--- config.mk ---
export PLATFORM = sky130hd
export DESIGN_NAME = flex_multi_counter
export DESIGN_NICKNAME = d
export VERILOG_FILES = /design/src/rtl/flex_cnt_pkg.sv /design/src/rtl/flex_cnt_lane.sv /design/src/rtl/flex_multi_counter.sv
export SDC_FILE = /design/constraint.sdc
export NUM_CORES = 1
export LEC_CHECK = 0
export BUFFER_PORTS_ARGS = -buffer_cell sky130_fd_sc_hd__buf_2
export CORE_ASPECT_RATIO = 1.2
export CORE_MARGIN = 3
export CORE_UTILIZATION = 55
export CTS_CLUSTER_SIZE = 8
export DETAILED_ROUTE_END_ITERATION = 10
export GPL_ROUTABILITY_DRIVEN = 1
export PLACE_DENSITY = 0.83
export SYNTH_ARGS = -nofsm -noshare
export SYNTH_HDL_FRONTEND = slang
export SYNTH_SLANG_ARGS = --single-unit
--- constraint.sdc ---
create_clock -name clk -period 7.72 [get_ports clk]
set_input_delay 0.386 -clock clk [delete_from_list [all_inputs] [get_ports clk]]
set_output_delay 0.386 -clock clk [all_outputs]
set_load 0.02 [all_outputs]
--- src/rtl/flex_cnt_pkg.sv ---
`default_nettype none
// ============================================================================
// Module      : flex_cnt_pkg
// Description : Shared types and the next-count rule for flex_multi_counter.
// Revision    : 1.0 - initial release
// ============================================================================
package flex_cnt_pkg;

    localparam int WRAP_CNT_BITS = 8;
    localparam int MAX_CNT_BITS  = 32;

    typedef enum logic {
        CNT_DOWN = 1'b0,
        CNT_UP   = 1'b1
    } cnt_dir_t;

    // Values are zero-extended to MAX_CNT_BITS so one function serves any lane width.
    function automatic logic [MAX_CNT_BITS-1:0] next_count(
        input logic [MAX_CNT_BITS-1:0] cnt,
        input logic [MAX_CNT_BITS-1:0] rval,
        input cnt_dir_t                dir
    );
        logic [MAX_CNT_BITS-1:0] nxt;
        nxt = cnt;
        if (rval == '0) begin
            nxt = cnt;
        end else if (dir == CNT_UP) begin
            nxt = (cnt >= rval) ? MAX_CNT_BITS'(1) : cnt + MAX_CNT_BITS'(1);
        end else begin
            nxt = ((cnt > rval) || (cnt <= MAX_CNT_BITS'(1))) ? rval : cnt - MAX_CNT_BITS'(1);
        end
        return nxt;
    endfunction

endpackage
`default_nettype wire

--- src/rtl/flex_cnt_lane.sv ---
`default_nettype none
// ============================================================================
// Module      : flex_cnt_lane
// Description : One up/down rollover counter channel with registered terminal
//               flag; optional saturating wrap counter (FLEX_CNT_WRAP_CNT_EN).
// Revision    : 1.0 - initial release
// ============================================================================
module flex_cnt_lane
    import flex_cnt_pkg::*;
#(
    parameter int NUM_CNT_BITS = 5
) (
    input  logic                    clk,
    input  logic                    rst,
    input  logic                    clear,
    input  logic                    count_enable,
    input  logic                    count_up,
    input  logic                    load,
    input  logic [NUM_CNT_BITS-1:0] load_val,
    input  logic [NUM_CNT_BITS-1:0] rollover_val,
    output logic [NUM_CNT_BITS-1:0] count_out,
    output logic                    rollover_flag
`ifdef FLEX_CNT_WRAP_CNT_EN
    ,
    output logic [WRAP_CNT_BITS-1:0] wrap_count
`endif
);

    localparam logic [NUM_CNT_BITS-1:0] c_one = NUM_CNT_BITS'(1);

    logic [NUM_CNT_BITS-1:0] r_count;
    logic                    r_flag;
    cnt_dir_t                w_dir;
    logic [MAX_CNT_BITS-1:0] w_adv_wide;
    logic                    w_unused_adv;
    logic [NUM_CNT_BITS-1:0] w_adv;
    logic [NUM_CNT_BITS-1:0] w_load_sat;
    logic                    w_r_nz;
    logic                    w_load_term;
    logic                    w_adv_term;

    assign w_dir        = cnt_dir_t'(count_up);
    assign w_adv_wide   = next_count(MAX_CNT_BITS'(r_count), MAX_CNT_BITS'(rollover_val), w_dir);
    assign w_unused_adv = ^w_adv_wide;
    assign w_adv        = w_adv_wide[NUM_CNT_BITS-1:0];
    assign w_load_sat   = (load_val > rollover_val) ? rollover_val : load_val;
    assign w_r_nz       = |rollover_val;

    // A zero rollover value never produces a terminal, so the flag stays low.
    assign w_load_term = w_r_nz && (count_up ? (w_load_sat == rollover_val) : (w_load_sat == c_one));
    assign w_adv_term  = w_r_nz && (count_up ? (w_adv == rollover_val) : (w_adv == c_one));

    always_ff @(posedge clk) begin
        if (rst || clear) begin
            r_count <= '0;
            r_flag  <= 1'b0;
        end else if (load) begin
            r_count <= w_load_sat;
            r_flag  <= w_load_term;
        end else if (count_enable) begin
            r_count <= w_adv;
            r_flag  <= w_adv_term;
        end
    end

    assign count_out     = r_count;
    assign rollover_flag = r_flag;

`ifdef FLEX_CNT_WRAP_CNT_EN
    logic                     w_wrap_evt;
    logic [WRAP_CNT_BITS-1:0] r_wrap;

    // Reaching R from below is not a wrap; only R->1 (up) or 1/0->R (down) is.
    assign w_wrap_evt = w_r_nz && (count_up ? (r_count == rollover_val) : (r_count <= c_one));

    always_ff @(posedge clk) begin
        if (rst || clear) begin
            r_wrap <= '0;
        end else if (!load && count_enable && w_wrap_evt && (r_wrap != '1)) begin
            r_wrap <= r_wrap + WRAP_CNT_BITS'(1);
        end
    end

    assign wrap_count = r_wrap;
`endif

endmodule
`default_nettype wire

--- src/rtl/flex_multi_counter.sv ---
`default_nettype none
// ============================================================================
// Module      : flex_multi_counter
// Description : Bank of NUM_CH independent rollover counters plus a registered
//               any_rollover summary. Optional macro: FLEX_CNT_WRAP_CNT_EN.
// Revision    : 1.0 - initial release
// ============================================================================
module flex_multi_counter
    import flex_cnt_pkg::*;
#(
    parameter int NUM_CH       = 4,
    parameter int NUM_CNT_BITS = 5
) (
    input  logic                             clk,
    input  logic                             rst,
    input  logic [NUM_CH-1:0]                clear,
    input  logic [NUM_CH-1:0]                count_enable,
    input  logic [NUM_CH-1:0]                count_up,
    input  logic [NUM_CH-1:0]                load,
    input  logic [NUM_CH*NUM_CNT_BITS-1:0]   load_val,
    input  logic [NUM_CH*NUM_CNT_BITS-1:0]   rollover_val,
    output logic [NUM_CH*NUM_CNT_BITS-1:0]   count_out,
    output logic [NUM_CH-1:0]                rollover_flag,
    output logic                             any_rollover
`ifdef FLEX_CNT_WRAP_CNT_EN
    ,
    output logic [NUM_CH*WRAP_CNT_BITS-1:0]  wrap_count
`endif
);

    logic r_any;

    for (genvar gi = 0; gi < NUM_CH; gi++) begin : g_lane
        flex_cnt_lane #(
            .NUM_CNT_BITS (NUM_CNT_BITS)
        ) u_lane (
            .clk           (clk),
            .rst           (rst),
            .clear         (clear[gi]),
            .count_enable  (count_enable[gi]),
            .count_up      (count_up[gi]),
            .load          (load[gi]),
            .load_val      (load_val[gi*NUM_CNT_BITS +: NUM_CNT_BITS]),
            .rollover_val  (rollover_val[gi*NUM_CNT_BITS +: NUM_CNT_BITS]),
            .count_out     (count_out[gi*NUM_CNT_BITS +: NUM_CNT_BITS]),
            .rollover_flag (rollover_flag[gi])
`ifdef FLEX_CNT_WRAP_CNT_EN
            ,
            .wrap_count    (wrap_count[gi*WRAP_CNT_BITS +: WRAP_CNT_BITS])
`endif
        );
    end

    // Built from the registered flags, so it trails them by one cycle.
    always_ff @(posedge clk) begin
        if (rst) begin
            r_any <= 1'b0;
        end else begin
            r_any <= |rollover_flag;
        end
    end

    assign any_rollover = r_any;

endmodule
`default_nettype wire

-- Word level (Yosys, flattened, before mapping)
Cells that the tools add are included.
- flip-flop bits (word level): 25
- input port bits: 58
- output and inout port bits: 25
- logic and storage cells: 122
- $add $sub $neg: 8
- order comparisons: 16
- eq/ne operators: 16
- mux-type cells: 44
- reduce and logical (&&, ||, !) cells: 29
- operators by type and width (cell ; count):
    5-bit 2-to-1 mux ; 28
    5-bit by 1-bit == test with 1-bit output (second input constant) ; 8
    5-bit == test ; 8
    5-bit greater-than comparator ; 8
    5-bit by 1-bit adder with 5-bit output (second input constant) ; 4
    5-bit greater-or-equal comparator ; 4
    5-bit by 1-bit <= comparator with 1-bit output (second input constant) ; 4
    5-bit logical NOT ; 4
    5-bit OR reduction ; 4
    5-bit by 1-bit subtractor with 5-bit output (second input constant) ; 4
    1-bit 2-to-1 mux ; 16
    1-bit logical AND ; 8
    1-bit logical OR ; 8
    2-bit nonzero test ; 4
    4-bit OR reduction ; 1

-- Logic depth before layout (Yosys ltp)
- word-level depth: 10
- gate-level depth with buffers: 13
- gate-level depth less buffers: 11

-- Hierarchy
A second synthesis with hierarchy kept.
- cells, all modules: 637
- area, all modules: 4850.9 µm²
- modules (own cells, without submodules) (module ; instances ; cells an instance ; area each (µm²) ; seq. area each (µm²)):
    flex_cnt_lane (g_lane[0].u_lane ...) ; 3 ; 158 ; 1223.7 ; 120.1
    flex_cnt_lane (g_lane[1].u_lane) ; 1 ; 160 ; 1149.9 ; 120.1
    flex_multi_counter ; 1 ; 3 ; 30.0 ; 20.0

-- Worst setup path before layout
OpenSTA, ideal clock, no wires.
- kind: input-to-reg
- from: input port rollover_val[6]
- to: register g_lane[1].u_lane.r_flag
- library setup time: 87 ps
- arrival time: 2900 ps
- required time: 7633 ps
- slack: 4733 ps
- stages on the path: 13
- buffers on the path: 2
- cells stage by stage: clkbuf_1 > inv_1 > ha_1 > and4_1 > a21oi_1 > o31a_1 > clkbuf_1 > mux2i_1 > a221oi_1 > xnor2_1 > o22ai_1 > a21oi_1 > o31ai_1
- cells in the longest elaborated chain, start to end: 10
- elaborated cells between the ends (all ways): 21
- classes of those cells: order compare: 3; eq/ne: 4; mux: 9; reduce/logical: 5
- ends and longest elaborated chain (what ; RTL line ; RTL):
    start: declaration ; flex_multi_counter.sv:21 ; input logic [NUM_CH*NUM_CNT_BITS-1:0] rollover_val,
    5-bit greater-than comparator ; flex_cnt_pkg.sv:30 ; nxt = ((cnt > rval) || (cnt <= MAX_CNT_BITS'(1))) ? rval : cnt - MAX_CNT_BITS'(1);
    1-bit logical OR ; flex_cnt_pkg.sv:30 ;
    5-bit 2-to-1 mux ; flex_cnt_pkg.sv:30 ;
    5-bit 2-to-1 mux ; flex_cnt_pkg.sv:27 ; end else if (dir == CNT_UP) begin
    5-bit 2-to-1 mux ; flex_cnt_pkg.sv:25 ; if (rval == '0) begin
    5-bit by 1-bit == test with 1-bit output or 5-bit == test (tied branches) ; flex_cnt_lane.sv:51 ; assign w_adv_term = w_r_nz && (count_up ? (w_adv == rollover_val) : (w_adv == c_one));
    1-bit 2-to-1 mux ; flex_cnt_lane.sv:51 ;
    1-bit logical AND ; flex_cnt_lane.sv:51 ;
    1-bit 2-to-1 mux ; flex_cnt_lane.sv:60 ; end else if (count_enable) begin
    1-bit 2-to-1 mux (*) ; flex_cnt_lane.sv:57 ; end else if (load) begin
    end signal: assignment ; flex_cnt_lane.sv:59 ; r_flag <= w_load_term;
    end signal: assignment ; flex_cnt_lane.sv:62 ; r_flag <= w_adv_term;
    end: declaration ; flex_cnt_lane.sv:32 ; logic r_flag;
Every way passes the cells marked *; elsewhere a longest branch is shown, timed or not. The select of a mux whose other input is x is not followed.
A chain may end at the register's enable or synchronous reset.

-- Worst setup path after layout
- from: register g_lane[2].u_lane.r_count[4]
- to: register g_lane[2].u_lane.r_flag
- cells in the longest elaborated chain, start to end: 10
- elaborated cells between the ends (all ways): 16
- classes of those cells: add/sub: 2; order compare: 3; eq/ne: 2; mux: 7; reduce/logical: 2
- ends and longest elaborated chain (what ; RTL line ; RTL):
    start: declaration ; flex_cnt_lane.sv:31 ; logic [NUM_CNT_BITS-1:0] r_count;
    start signal: assignment ; flex_cnt_lane.sv:58 ; r_count <= w_load_sat;
    start signal: assignment ; flex_cnt_lane.sv:61 ; r_count <= w_adv;
    5-bit greater-than comparator or 5-bit by 1-bit <= comparator with 1-bit output (tied branches) ; flex_cnt_pkg.sv:30 ;
    1-bit logical OR ; flex_cnt_pkg.sv:30 ;
    5-bit 2-to-1 mux ; flex_cnt_pkg.sv:30 ;
    5-bit 2-to-1 mux ; flex_cnt_pkg.sv:27 ;
    5-bit 2-to-1 mux (*) ; flex_cnt_pkg.sv:25 ;
    5-bit by 1-bit == test with 1-bit output or 5-bit == test (tied branches) ; flex_cnt_lane.sv:51 ;
    1-bit 2-to-1 mux (*) ; flex_cnt_lane.sv:51 ;
    1-bit logical AND (*) ; flex_cnt_lane.sv:51 ;
    1-bit 2-to-1 mux (*) ; flex_cnt_lane.sv:60 ;
    1-bit 2-to-1 mux (*) ; flex_cnt_lane.sv:57 ;
    end signal: assignment ; flex_cnt_lane.sv:59 ;
    end signal: assignment ; flex_cnt_lane.sv:62 ;
    end: declaration ; flex_cnt_lane.sv:32 ;
Marks and branches as above.

==> flow_summary.toml <==
[clocking]
clock-sinks = 25
clkLatencyLatePin_ps = 260
path_clk_slew_ps = 90
post-cts-setup-buffer-count = 0
ctsHtreeMaxLevel = 1
cts_hold_buf = 0
cts_tree = "yes"
cts_root_buffer = "clkbuf_8"
clk_path_buf_depth = 2
post_cts_resized = 0
cts-buffers-inserted = 3

[finish]
diodes = 0
final_util = 0.6266
multiInputGateArea_um2 = 3660
regArea_um2 = 500.5
area_delta_synth_final_pct = 9.172
drive_gt1_frac = 0.1564
num-fill-cells = 723
fin_nets = 795

[sta]
worst_pin_slew_ps = 744.1
period_share = 0.4291
rsz0062_at_grt = "false"
maxSlewHeadroom = 0.4977
hold_violations = 0
max_freq_mhz = 301.9
fin_ws_ps = 4407
min_period_ps = 3313
drv_slew = 0
tns_ps = 0
fin_skew_ps = 1.141
setup_violations = 0

[grt]
grt_max_degree = 21
antenna_found_initial = 0
grt_usage = 0.2725
grt_pass1_wl_um = 21250
grt_pass1_vias = 4700
grt_overflow = 0

[synth]
syn-cell-area_um2 = 4474
synth_edf_count = 0
syn_avg_cell_area_um2 = 7.102
ys_seq_elements = 25
synth_top_flop_cell = "dfxtp_1"
async_flop_share = 0
synthCells = 630
synth_nets = 740
yosysUniqueCellTypes = 77
yosys_warnings = 0
yosysSeqAreaShare = 0.1119

[routing]
drt-total-wl_um = 12950
ant_nets = 0
via_count = 5077
dr.pass1.iters = 5
drc = 0
drt_iter0_drc = 235
drt-wirelength-per-cell_um = 16.69
vias_per_cell = 6.543

[worst_setup_path]
worstPathArrival_ps = 3490
critical_path_required_ps = 7890
critPathMaxFanout = 7
crit_path_start_kind = "register"
max_stage_delay_ps = 520
worstSetupPathType = "reg -> reg"
crit_chain = "ha_1 -> and2_1 -> a311o_1 -> o21ai_1 -> and2b_1 -> o32ai_1 -> a2111oi_0 -> a21oi_1 -> mux2i_1 -> o41ai_1"
slowest_stage = "dfxtp_1"
end_kind = "register"

[place]
dp_hpwl_um = 10160
pre_cts_ws_ps = 4311
port_buffers = 82
place_congestion = 0.9788

[hold_path]
hold_class = "in -> reg"

[floorplanning]
coreArea_um2 = 7795
dieArea_um2 = 9258
ios = 83
die_x_um = 88.34
initial_utilization = 0.5740
rows = 35
die_h_um = 104.8

[status]
status = "complete, no violations"

[power]
leakage_nw = 2.205
vdd_drop_max_v = 0.00009495
power_density_nw_per_um2 = 112.8

[run]
cap_violations = 0
-- state kept, by name, summed over array words and instances, names as in the netlist --
signal,count
g_lane.u_lane.rollover_flag,4
any_rollover,1
g_lane.u_lane.count_out,20
-- cell families after synthesis --
group	synth area share
compound gates	0.3087
xor+xnor	0.04894
fa+ha+maj	0.1454
buf+inv	0.07019
flops	0.1119
mux	0.06292
simple gates	0.2520
-- power breakdown --
group / switching (mW) / internal (mW) / total, mW
registers: 0.0198 / 0.136 / 0.156
clock network: 0.0421 / 0.0365 / 0.0787
logic: 0.185 / 0.132 / 0.317
-- cell usage after synthesis (6+ instances only) --
| cell type | number | area (µm²) |
|---|---|---|
| o31ai_1 | 10 | 75.07 |
| o21a_1 | 9 | 67.56 |
| nand2b_1 | 7 | 43.79 |
| xor2_1 | 9 | 78.83 |
| nor2b_1 | 10 | 62.56 |
| o211ai_1 | 10 | 75.07 |
| nand2_1 | 48 | 180.2 |
| clkbuf_1 | 21 | 78.83 |
| xnor2_1 | 16 | 140.1 |
| nor2_1 | 66 | 247.7 |
| nand3_1 | 18 | 90.09 |
| o21ai_0 | 40 | 200.2 |
| a211oi_1 | 11 | 82.58 |
| mux2i_1 | 27 | 270.3 |
| or2_2 | 7 | 43.79 |
| ha_1 | 52 | 650.6 |
| dfxtp_1 | 25 | 500.5 |
| inv_1 | 40 | 150.1 |
| a21oi_1 | 44 | 220.2 |
| o22ai_1 | 6 | 37.54 |
| nor3_1 | 30 | 150.1 |
-- cells in the final DEF (no fill, tap or decap), types with 5 or more instances in the layout --
cell | Yosys | routed
a311oi_1 | 5 | 5
o31ai_1 | 10 | 10
dfxtp_1 | 25 | 25
a211oi_1 | 11 | 11
o21a_1 | 9 | 9
inv_1 | 40 | 40
ha_1 | 52 | 52
mux2i_1 | 27 | 27
nand3_1 | 18 | 18
o21ai_0 | 40 | 40
o22ai_1 | 6 | 6
nand2_1 | 48 | 48
and4_1 | 5 | 5
a31oi_1 | 5 | 5
nand2b_1 | 7 | 7
or2_2 | 7 | 7
nor2b_1 | 10 | 10
xor2_1 | 9 | 9
o211ai_1 | 10 | 10
a21o_1 | 5 | 5
buf_2 | 0 | 82
xnor2_1 | 16 | 16
nor2_1 | 66 | 66
nor3_1 | 30 | 30
a21oi_1 | 44 | 44
-- routing by layer --
metal,vias to the layer above,global-route usage,share of wire
met1,2305,0.3452,0.41
met4,0,0.09935,0.035
met2,264,0.4583,0.48
li1,2453,-,-
met5,-,0,0
met3,55,0.04101,0.071
-- path summary, 6_finish.rpt --
| path | from | end | slack [ps] | cells after the start |
|---|---|---|---|---|
| max | g_lane[2].u_lane.count_out[4]$_SDFFE_PP0P_ | g_lane[2].u_lane.rollover_flag$_SDFFE_PP0P_ | 4410 | 10 |
| min | clear[2] | g_lane[2].u_lane.count_out[0]$_SDFFE_PP0P_ | 350 | 2 |
| max reg2reg | g_lane[2].u_lane.count_out[4]$_SDFFE_PP0P_ | g_lane[2].u_lane.rollover_flag$_SDFFE_PP0P_ | 4410 | 10 |
| min reg2reg | g_lane[2].u_lane.rollover_flag$_SDFFE_PP0P_ | g_lane[2].u_lane.rollover_flag$_SDFFE_PP0P_ | 510 | 2 |
-- critical path: cells and delay by family, from the launching register on --
family / cells / cell delay, ps
simple gates: 2 / 520
compound gates: 6 / 1670
fa+ha+maj: 1 / 360
flops: 1 / 520
mux: 1 / 140
-- final cells by class --
cell class,instances,area share
inverter,40,0.03074
tap,92,0.02357
multi-input combinational,533,0.7492
clock buffer,3,0.008453
timing repair buffer,82,0.08402
clock inverter,1,0.001537
sequential,25,0.1025
-- through the flow --
| step | std cells | power [mW] | hold WS, ps | area, µm² |
|---|---|---|---|---|
| floorplan | 630 | 0.3861 | 447.5 | 4474 |
| global placement | 772 | 0.4559 | 489.5 | 4836 |
| detailed placement | 772 | 0.4677 | 496.6 | 4836 |
| CTS | 776 | 0.5471 | 337.1 | 4885 |
| global route | 776 | 0.5945 | 363.9 | 4885 |
| finish | 776 | 0.5510 | 350.3 | 4885 |
Note: power is estimated with default switching activity, not from simulation.
